==> src/rtl/video_timing_gen_if.sv <==
// ============================================================================
// Module  : video_timing_gen_if
// Brief   : Raster timing bundle (syncs, data enable, pixel coords, strobes).
// Revision: 1.0
// ============================================================================
`default_nettype none

interface video_timing_gen_if;
    logic        hsync;
    logic        vsync;
    logic        de;
    logic [11:0] x;
    logic [10:0] y;
    logic        line_start;
    logic        frame_start;

    modport master (
        output hsync, vsync, de, x, y, line_start, frame_start
    );

    modport slave (
        input  hsync, vsync, de, x, y, line_start, frame_start
    );
endinterface

`default_nettype wire

==> src/rtl/video_timing_gen.sv <==
// ============================================================================
// Module  : video_timing_gen
// Brief   : Parameterised raster timing generator (720p60 defaults).
// Revision: 1.0
// ============================================================================
`default_nettype none

module video_timing_gen #(
    parameter int H_ACTIVE = 1280,
    parameter int H_FP     = 110,
    parameter int H_SYNC   = 40,
    parameter int H_BP     = 220,
    parameter int V_ACTIVE = 720,
    parameter int V_FP     = 5,
    parameter int V_SYNC   = 5,
    parameter int V_BP     = 20,
    parameter bit SYNC_POL = 1'b1,
    parameter int LATENCY  = 0
) (
    input  wire logic          clk,
    input  wire logic          rst,
    video_timing_gen_if.master vid
);

    localparam int c_H_TOTAL = H_ACTIVE + H_FP + H_SYNC + H_BP;
    localparam int c_V_TOTAL = V_ACTIVE + V_FP + V_SYNC + V_BP;
    localparam int c_W       = 28;

    generate
        if ((c_H_TOTAL > 4095) || (c_V_TOTAL > 2047) || (LATENCY < 0) || (LATENCY > 7)) begin : g_bad_cfg
            $error("video_timing_gen: illegal timing or LATENCY parameters");
        end
    endgenerate

    localparam logic [11:0] c_H_LAST     = 12'(c_H_TOTAL - 1);
    localparam logic [11:0] c_H_ACT      = 12'(H_ACTIVE);
    localparam logic [11:0] c_HS_START   = 12'(H_ACTIVE + H_FP);
    localparam logic [11:0] c_HS_END     = 12'(H_ACTIVE + H_FP + H_SYNC);
    localparam logic [10:0] c_V_LAST     = 11'(c_V_TOTAL - 1);
    localparam logic [10:0] c_V_ACT      = 11'(V_ACTIVE);
    localparam logic [10:0] c_VS_START   = 11'(V_ACTIVE + V_FP);
    localparam logic [10:0] c_VS_END     = 11'(V_ACTIVE + V_FP + V_SYNC);
    localparam logic [c_W-1:0] c_RST_VEC = {!SYNC_POL, !SYNC_POL, 26'd0};

    logic [11:0]    r_h_cnt;
    logic [10:0]    r_v_cnt;
    logic [c_W-1:0] r_pipe [0:LATENCY];

    logic           w_de;
    logic           w_hs;
    logic           w_vs;
    logic           w_ls;
    logic           w_fs;
    logic [c_W-1:0] w_dec;

    always_ff @(posedge clk) begin
        if (rst) begin
            r_h_cnt <= '0;
            r_v_cnt <= '0;
        end else if (r_h_cnt == c_H_LAST) begin
            r_h_cnt <= '0;
            r_v_cnt <= (r_v_cnt == c_V_LAST) ? '0 : r_v_cnt + 11'd1;
        end else begin
            r_h_cnt <= r_h_cnt + 12'd1;
        end
    end

    // vsync decodes only v_cnt, which changes solely on the h_cnt wrap.
    always_comb begin
        w_de  = (r_h_cnt < c_H_ACT) && (r_v_cnt < c_V_ACT);
        w_hs  = ((r_h_cnt >= c_HS_START) && (r_h_cnt < c_HS_END)) ? SYNC_POL : !SYNC_POL;
        w_vs  = ((r_v_cnt >= c_VS_START) && (r_v_cnt < c_VS_END)) ? SYNC_POL : !SYNC_POL;
        w_ls  = (r_h_cnt == 12'd0);
        w_fs  = (r_h_cnt == 12'd0) && (r_v_cnt == 11'd0);
        w_dec = {w_hs, w_vs, w_de,
                 (w_de ? r_h_cnt : 12'd0),
                 (w_de ? r_v_cnt : 11'd0),
                 w_ls, w_fs};
    end

    // Reset flushes every stage so no pre-reset pulse leaks out afterwards.
    always_ff @(posedge clk) begin
        if (rst) begin
            for (int i = 0; i <= LATENCY; i++) begin
                r_pipe[i] <= c_RST_VEC;
            end
        end else begin
            r_pipe[0] <= w_dec;
            for (int i = 1; i <= LATENCY; i++) begin
                r_pipe[i] <= r_pipe[i-1];
            end
        end
    end

    assign vid.hsync       = r_pipe[LATENCY][27];
    assign vid.vsync       = r_pipe[LATENCY][26];
    assign vid.de          = r_pipe[LATENCY][25];
    assign vid.x           = r_pipe[LATENCY][24:13];
    assign vid.y           = r_pipe[LATENCY][12:2];
    assign vid.line_start  = r_pipe[LATENCY][1];
    assign vid.frame_start = r_pipe[LATENCY][0];

endmodule

`default_nettype wire

==> src/flat_wrapper.sv <==
// flat-port wrapper written by rule: the top's interface ports become plain ports
module video_timing_gen_flat 
#(
    parameter int H_ACTIVE = 1280,
    parameter int H_FP     = 110,
    parameter int H_SYNC   = 40,
    parameter int H_BP     = 220,
    parameter int V_ACTIVE = 720,
    parameter int V_FP     = 5,
    parameter int V_SYNC   = 5,
    parameter int V_BP     = 20,
    parameter bit SYNC_POL = 1'b1,
    parameter int LATENCY  = 0
)
  (clk, rst, vid_hsync, vid_vsync, vid_de, vid_x, vid_y, vid_line_start, vid_frame_start);
  video_timing_gen_if vid_i ();
  input  wire logic clk;
  input  wire logic rst;
  output wire logic [$bits(vid_i.hsync)-1:0] vid_hsync;
  output wire logic [$bits(vid_i.vsync)-1:0] vid_vsync;
  output wire logic [$bits(vid_i.de)-1:0] vid_de;
  output wire logic [$bits(vid_i.x)-1:0] vid_x;
  output wire logic [$bits(vid_i.y)-1:0] vid_y;
  output wire logic [$bits(vid_i.line_start)-1:0] vid_line_start;
  output wire logic [$bits(vid_i.frame_start)-1:0] vid_frame_start;
  assign vid_hsync = vid_i.hsync;
  assign vid_vsync = vid_i.vsync;
  assign vid_de = vid_i.de;
  assign vid_x = vid_i.x;
  assign vid_y = vid_i.y;
  assign vid_line_start = vid_i.line_start;
  assign vid_frame_start = vid_i.frame_start;
  video_timing_gen #(.H_ACTIVE(H_ACTIVE), .H_FP(H_FP), .H_SYNC(H_SYNC), .H_BP(H_BP), .V_ACTIVE(V_ACTIVE), .V_FP(V_FP), .V_SYNC(V_SYNC), .V_BP(V_BP), .SYNC_POL(SYNC_POL), .LATENCY(LATENCY)) u_core (.clk(clk), .rst(rst), .vid(vid_i));
endmodule
==> config.mk <==
export PLATFORM = sky130hd
export DESIGN_NAME = video_timing_gen_flat
export DESIGN_NICKNAME = d
export VERILOG_FILES = /design/src/rtl/video_timing_gen_if.sv /design/src/rtl/video_timing_gen.sv /design/src/flat_wrapper.sv
export SDC_FILE = /design/constraint.sdc
export NUM_CORES = 1
export LEC_CHECK = 0
export ABC_AREA = 1
export CAP_MARGIN = 0
export CORE_UTILIZATION = 56
export DETAILED_ROUTE_END_ITERATION = 8
export DONT_BUFFER_PORTS = 1
export GPL_ROUTABILITY_DRIVEN = 0
export PLACE_DENSITY = 0.74
export SLEW_MARGIN = 10
export SYNTH_ARGS = -nofsm -noshare
export SYNTH_HDL_FRONTEND = slang
export SYNTH_SLANG_ARGS = --single-unit
==> constraint.sdc <==
create_clock -name clk -period 1.2 [get_ports clk]
set_input_delay 0.18 -clock clk [delete_from_list [all_inputs] [get_ports clk]]
set_output_delay 0.18 -clock clk [all_outputs]
set_load 0.05 [all_outputs]
# Word-level counts from Yosys, hierarchy flattened
# Memory sizes are Yosys's and may differ from the RTL's.
# Index checks and enable logic that the tools add are counted.
[word_totals]
word_cells = 31
in_bits = 2
memories = 1
regBits = 23
output_inout_bits = 28
mem_bits_rw = 28
[op_classes]
order_cmp = 6
addsub = 2
eq_ne = 2
reduce_logical = 8
n_mux = 10
[memory_table]
columns = ["memory", "words", "word_bits", "rd", "rd_clocked_by_memory_dff", "wr", "line", "text"]
rows = [
  ["u_core.r_pipe", 1, 28, 1, 0, 1, "video_timing_gen.sv:47", "logic [c_W-1:0] r_pipe [0:LATENCY];"],
]
[op_table]
columns = ["op", "count"]
rows = [
  ["28-bit 2-to-1 mux", 1],
  ["28-bit OR reduction", 1],
  ["12-bit by 11-bit < comparator with 1-bit output, second input constant", 2],
  ["11-bit by 10-bit < comparator with 1-bit output, second input constant", 2],
  ["11-bit 2-to-1 mux", 2],
  ["12-bit by 1-bit adder with 12-bit output, second input constant", 1],
  ["12-bit by 11-bit == test with 1-bit output, second input constant", 1],
  ["12-bit by 11-bit >= comparator with 1-bit output, second input constant", 1],
  ["12-bit logical NOT", 1],
  ["12-bit 2-to-1 mux", 1],
  ["11-bit by 1-bit adder with 11-bit output, second input constant", 1],
  ["11-bit by 10-bit == test with 1-bit output, second input constant", 1],
  ["11-bit by 10-bit >= comparator with 1-bit output, second input constant", 1],
  ["11-bit logical NOT", 1],
  ["1-bit 2-to-1 mux", 6],
  ["1-bit logical AND", 4],
  ["2-bit OR reduction", 1],
]

# Logic depth before layout (Yosys ltp)
[depth]
ltp_word = 4
depth_mapped = 9
depth_no_buf = 9

# Least setup slack after synthesis
# No wires, ideal clock.
[synth_timing]
kind = "register to register"
start = "register u_core.r_h_cnt[1]"
end = "register u_core.r_h_cnt[9]"
arrival_ns = 1.251
t_required_ns = 1.127
path_buffers = 1
path_slack_ns = -0.124
period_less_slack_ns = 1.324
path_stages_with_launch = 8
setup_ns = 0.073
cell_sequence = "dfxtp_1 inv_1 ha_1 nand3_4 nand3b_4 nand2_4 buf_6 nor3_4"
[synth_via]
elab_chain_cells = 2
elab_cells_between_ends = 3
cone_classes = "add/sub: 1; eq/ne: 1; reduce/logical: 1"
[synth_lines]
columns = ["element", "line", "text"]
rows = [
  ["start, declared", "video_timing_gen.sv:45", "logic [11:0] r_h_cnt;"],
  ["start signal, assigned", "video_timing_gen.sv:64", "r_h_cnt <= r_h_cnt + 12'd1;"],
  ["parallel branches: the longest is 2 deep, another holds 12-bit by 1-bit adder with 12-bit output", "n/a", ""],
]
# Several ways; the timed one is not identified.
# A chain may end at the register's enable or synchronous reset.

# Worst setup path after layout
[layout_timing]
start = "register u_core.r_v_cnt[8]"
end = "register u_core.r_v_cnt[10]"
[layout_via]
elab_chain_cells = 2
elab_cells_between_ends = 3
cone_classes = "add/sub: 1; eq/ne: 1; mux: 1"
[layout_lines]
columns = ["element", "line", "text"]
rows = [
  ["start, declared", "video_timing_gen.sv:46", "logic [10:0] r_v_cnt;"],
  ["start signal, assigned", "video_timing_gen.sv:62", "r_v_cnt <= (r_v_cnt == c_V_LAST) ? '0 : r_v_cnt + 11'd1;"],
  ["11-bit by 1-bit adder with 11-bit output / 11-bit by 10-bit == test with 1-bit output (equally long branches)", "video_timing_gen.sv:62", ""],
  ["11-bit 2-to-1 mux *", "video_timing_gen.sv:62", ""],
]
# Every way passes the cells marked *; elsewhere a longest branch is shown, timed or not.

==> flow_summary.toml <==
[logic_synthesis]
synth_area_um2 = 2180
yosys-top-cells-area = "dfxtp_1 47%, nor2_1 9.7%, nand2_1 6.9%"
synth_edf_count = 0
yosysTopAreaCellShare = 0.469
ys.flop_type = "dfxtp_1"
synth_seq_cells = 51
synth_commonest_cells = "56 x nor2_1, 51 x dfxtp_1, 40 x nand2_1"
synthArstFlopShare = 0
ys_types = 30
yosysWarnings = 0
syn_area_per_cell_um2 = 7.92
synthCells = 275
synth-seq-area-share = 0.469
post-synth-top-count-cell = "nor2_1"
yosys.area.top_type = "dfxtp_1"

[critical_path]
cp_max_fo = 3
arrival_ns = 1.86
crit_slowest_cell = "dfxtp_2"
max_stage_delay_ns = 0.38
crit_path_frequent_cell = "nand3_1"
end_kind = "register"
worstSetupStartpointType = "register"
criticalPathCategory = "reg2reg"
crit_required_ns = 1.45
crit_chain = "buf_6, nand2_4, buf_4, nor2_1, nand3_1, nand2_1, nand3_1, a21oi_2"

[routing]
dr.first_iter.drc_count = 387
via_per_inst = 6.45
vias = 2555
drtPass1Iterations = 8
drt_wl_total_mm = 9.72
ant_nets = 0
wire_per_inst_um = 24.6
drc = 0

[floorplan]
dieHeight_um = 64.4
row_count = 22
die_x_um = 64.4
dieArea_um2 = 4140
fp.coreArea_um2 = 3690
ios = 30
initial_utilization = 0.590

[cts]
cts_tree = "built"
cts_max_level = 2
clock_sinks = 51
clk_pin_slew_ns = 0.10
clockBufferDepth = 2
numCtsBuffers = 5
clock_latency_ns = 0.32
root_buffer = "clkbuf_8"

[power]
p_int_mw = 2.26
power.leakage_nw = 1.43
ir_drop_mv = 0.934
sw_frac_of_total = 0.268
power_frac_seq = 0.583
net-switching-power_uw = 824
power_frac_comb = 0.096
pwr_density_cell_nw_per_um2 = 893
power_frac_clock = 0.321

[global_routing]
grt_max_degree = 15
antenna_found_initial = 0
track_usage = 0.334
grt_pass1_wl_mm = 10.3
grt_pass1_vias = 2116
grt_overflow = 0

[cells_and_area]
fin_nets = 355
multi_input_area_um2 = 1470
drive_above_1_share = 0.575
area_delta_synth_final_pct = 58.5
fillers = 103
seq_area_um2 = 1060
antenna_cells = 0

[sta]
setup_viol = 45
hold_ws_ns = 0.259
post-route-min-period_ns = 1.61
skew_ns = 0.0122
post-route-period-util = 1.34
final_hold_viol_count = 0
timing.final.ws_setup_ns = -0.410
rsz0062_at_grt = "yes"
drv_slew = 0
max_freq_mhz = 621

[place]
preCtsSetupSlack_ns = -0.137
portBuffers = 0
hpwl_mm = 3.72

[run]
maxCapViolCount = 0

[status]
violations = "negative setup slack"
outcome = "complete, but fails checks"

[hold_path]
hp-class = "in2reg"
state kept, by name, indices dropped and copies added (netlist names):
register / flops
u_core.r_h_cnt: 12
u_core.r_pipe: 28
u_core.r_v_cnt: 11
path summary, 6_finish.rpt:
path / cells after the start / slack, ns / endpoint / startpoint
setup / recovery: 8 / -0.41 / u_core.r_v_cnt[10] / u_core.r_v_cnt[8]
hold / removal: 4 / 0.26 / u_core.r_pipe[0][27] / rst
setup reg to reg: 8 / -0.41 / u_core.r_v_cnt[10] / u_core.r_v_cnt[8]
hold reg to reg: 1 / 0.48 / u_core.r_h_cnt[0] / u_core.r_h_cnt[0]
critical path: cells and delay by family, from the launching register on:
family                 cells  cell delay, ns
AO/OA/AOI/OAI              1            0.17
buffers and inverters      2            0.27
flip-flops                 1            0.38
AND/OR/NAND/NOR            5            0.71
metrics by stage:
stage / instance area, um^2 / cells / power (mW) / utilization / setup TNS (ns)
floorplan: 2230 / 276 / 1.93 / - / -0.391
global placement: 2660 / 369 / 1.99 / 0.720 / -2.50
detailed placement: 2660 / 369 / 1.99 / 0.720 / -3.12
CTS: 3060 / 384 / 3.00 / 0.830 / -2.41
global route: 3450 / 396 / 3.15 / 0.936 / -9.05
finish: 3450 / 396 / 3.08 / 0.936 / -7.73
power groups by stage:
stage / sequential (mW) / clock (mW) / combinational, mW
2_1_floorplan: 1.83 / 0 / 0.0927
3_3_place_gp: 1.84 / 0 / 0.154
3_5_place_dp: 1.84 / 0 / 0.156
4_1_cts: 1.79 / 0.969 / 0.232
5_1_grt: 1.80 / 1.05 / 0.302
6_report: 1.80 / 0.989 / 0.296
cells by family (layout without fill, tap and decap cells):
logic type      Yosys count  after routing  share of synthesized area
compound gates           21             21                     0.0517
simple gates            151            151                      0.353
fa+ha+maj                 6              6                     0.0345
buf+inv                  42            114                     0.0782
xor+xnor                  3              3                     0.0121
other cells               1              2                    0.00172
flops                    51             51                      0.469
final cells by class:
| cell class | instances | share of cell area |
|---|---|---|
| sequential | 51 | 0.306 |
| clock buffer | 7 | 0.0221 |
| tap | 48 | 0.0174 |
| inverter | 37 | 0.0460 |
| multi-input combinational | 183 | 0.426 |
| clock inverter | 1 | 0.00145 |
| timing repair buffer | 69 | 0.181 |
routing by layer:
metal  up-vias  routed length [um]  global-route usage
li1       1016                   -                   -
met1      1193                3360               0.409
met2       271                4360               0.543
met3        75                1300              0.0821
met4         0                 697               0.164
met5         -                   0                   0
placed cells by master, fill, tap and decap left out, types with 5 or more instances in the layout:
cell | synthesis | routed
buf_4 | 0 | 55
dfxtp_1 | 51 | 31
inv_1 | 36 | 23
nor2_4 | 3 | 23
nor2_1 | 56 | 23
nand2_1 | 40 | 23
dfxtp_2 | 0 | 16
nand2_2 | 3 | 14
nor2_2 | 0 | 13
nand3_1 | 18 | 10
a21oi_1 | 11 | 10
nand4_1 | 8 | 8
inv_2 | 1 | 7
buf_6 | 1 | 7
inv_4 | 0 | 6
nand2_4 | 2 | 6
nand3_4 | 1 | 6
o21ai_1 | 0 | 6
clkbuf_8 | 0 | 5
repair_timing:
action	in CTS	in global routing
endpoints found under the hold margin	1	0
gates cloned	2	0
resized for setup	64	100
hold buffers	1	0
buffers inserted	4	14
pin swaps	14	39
setup endpoints to repair	48	48
No activity file was read; power rests on OpenSTA's default activity.
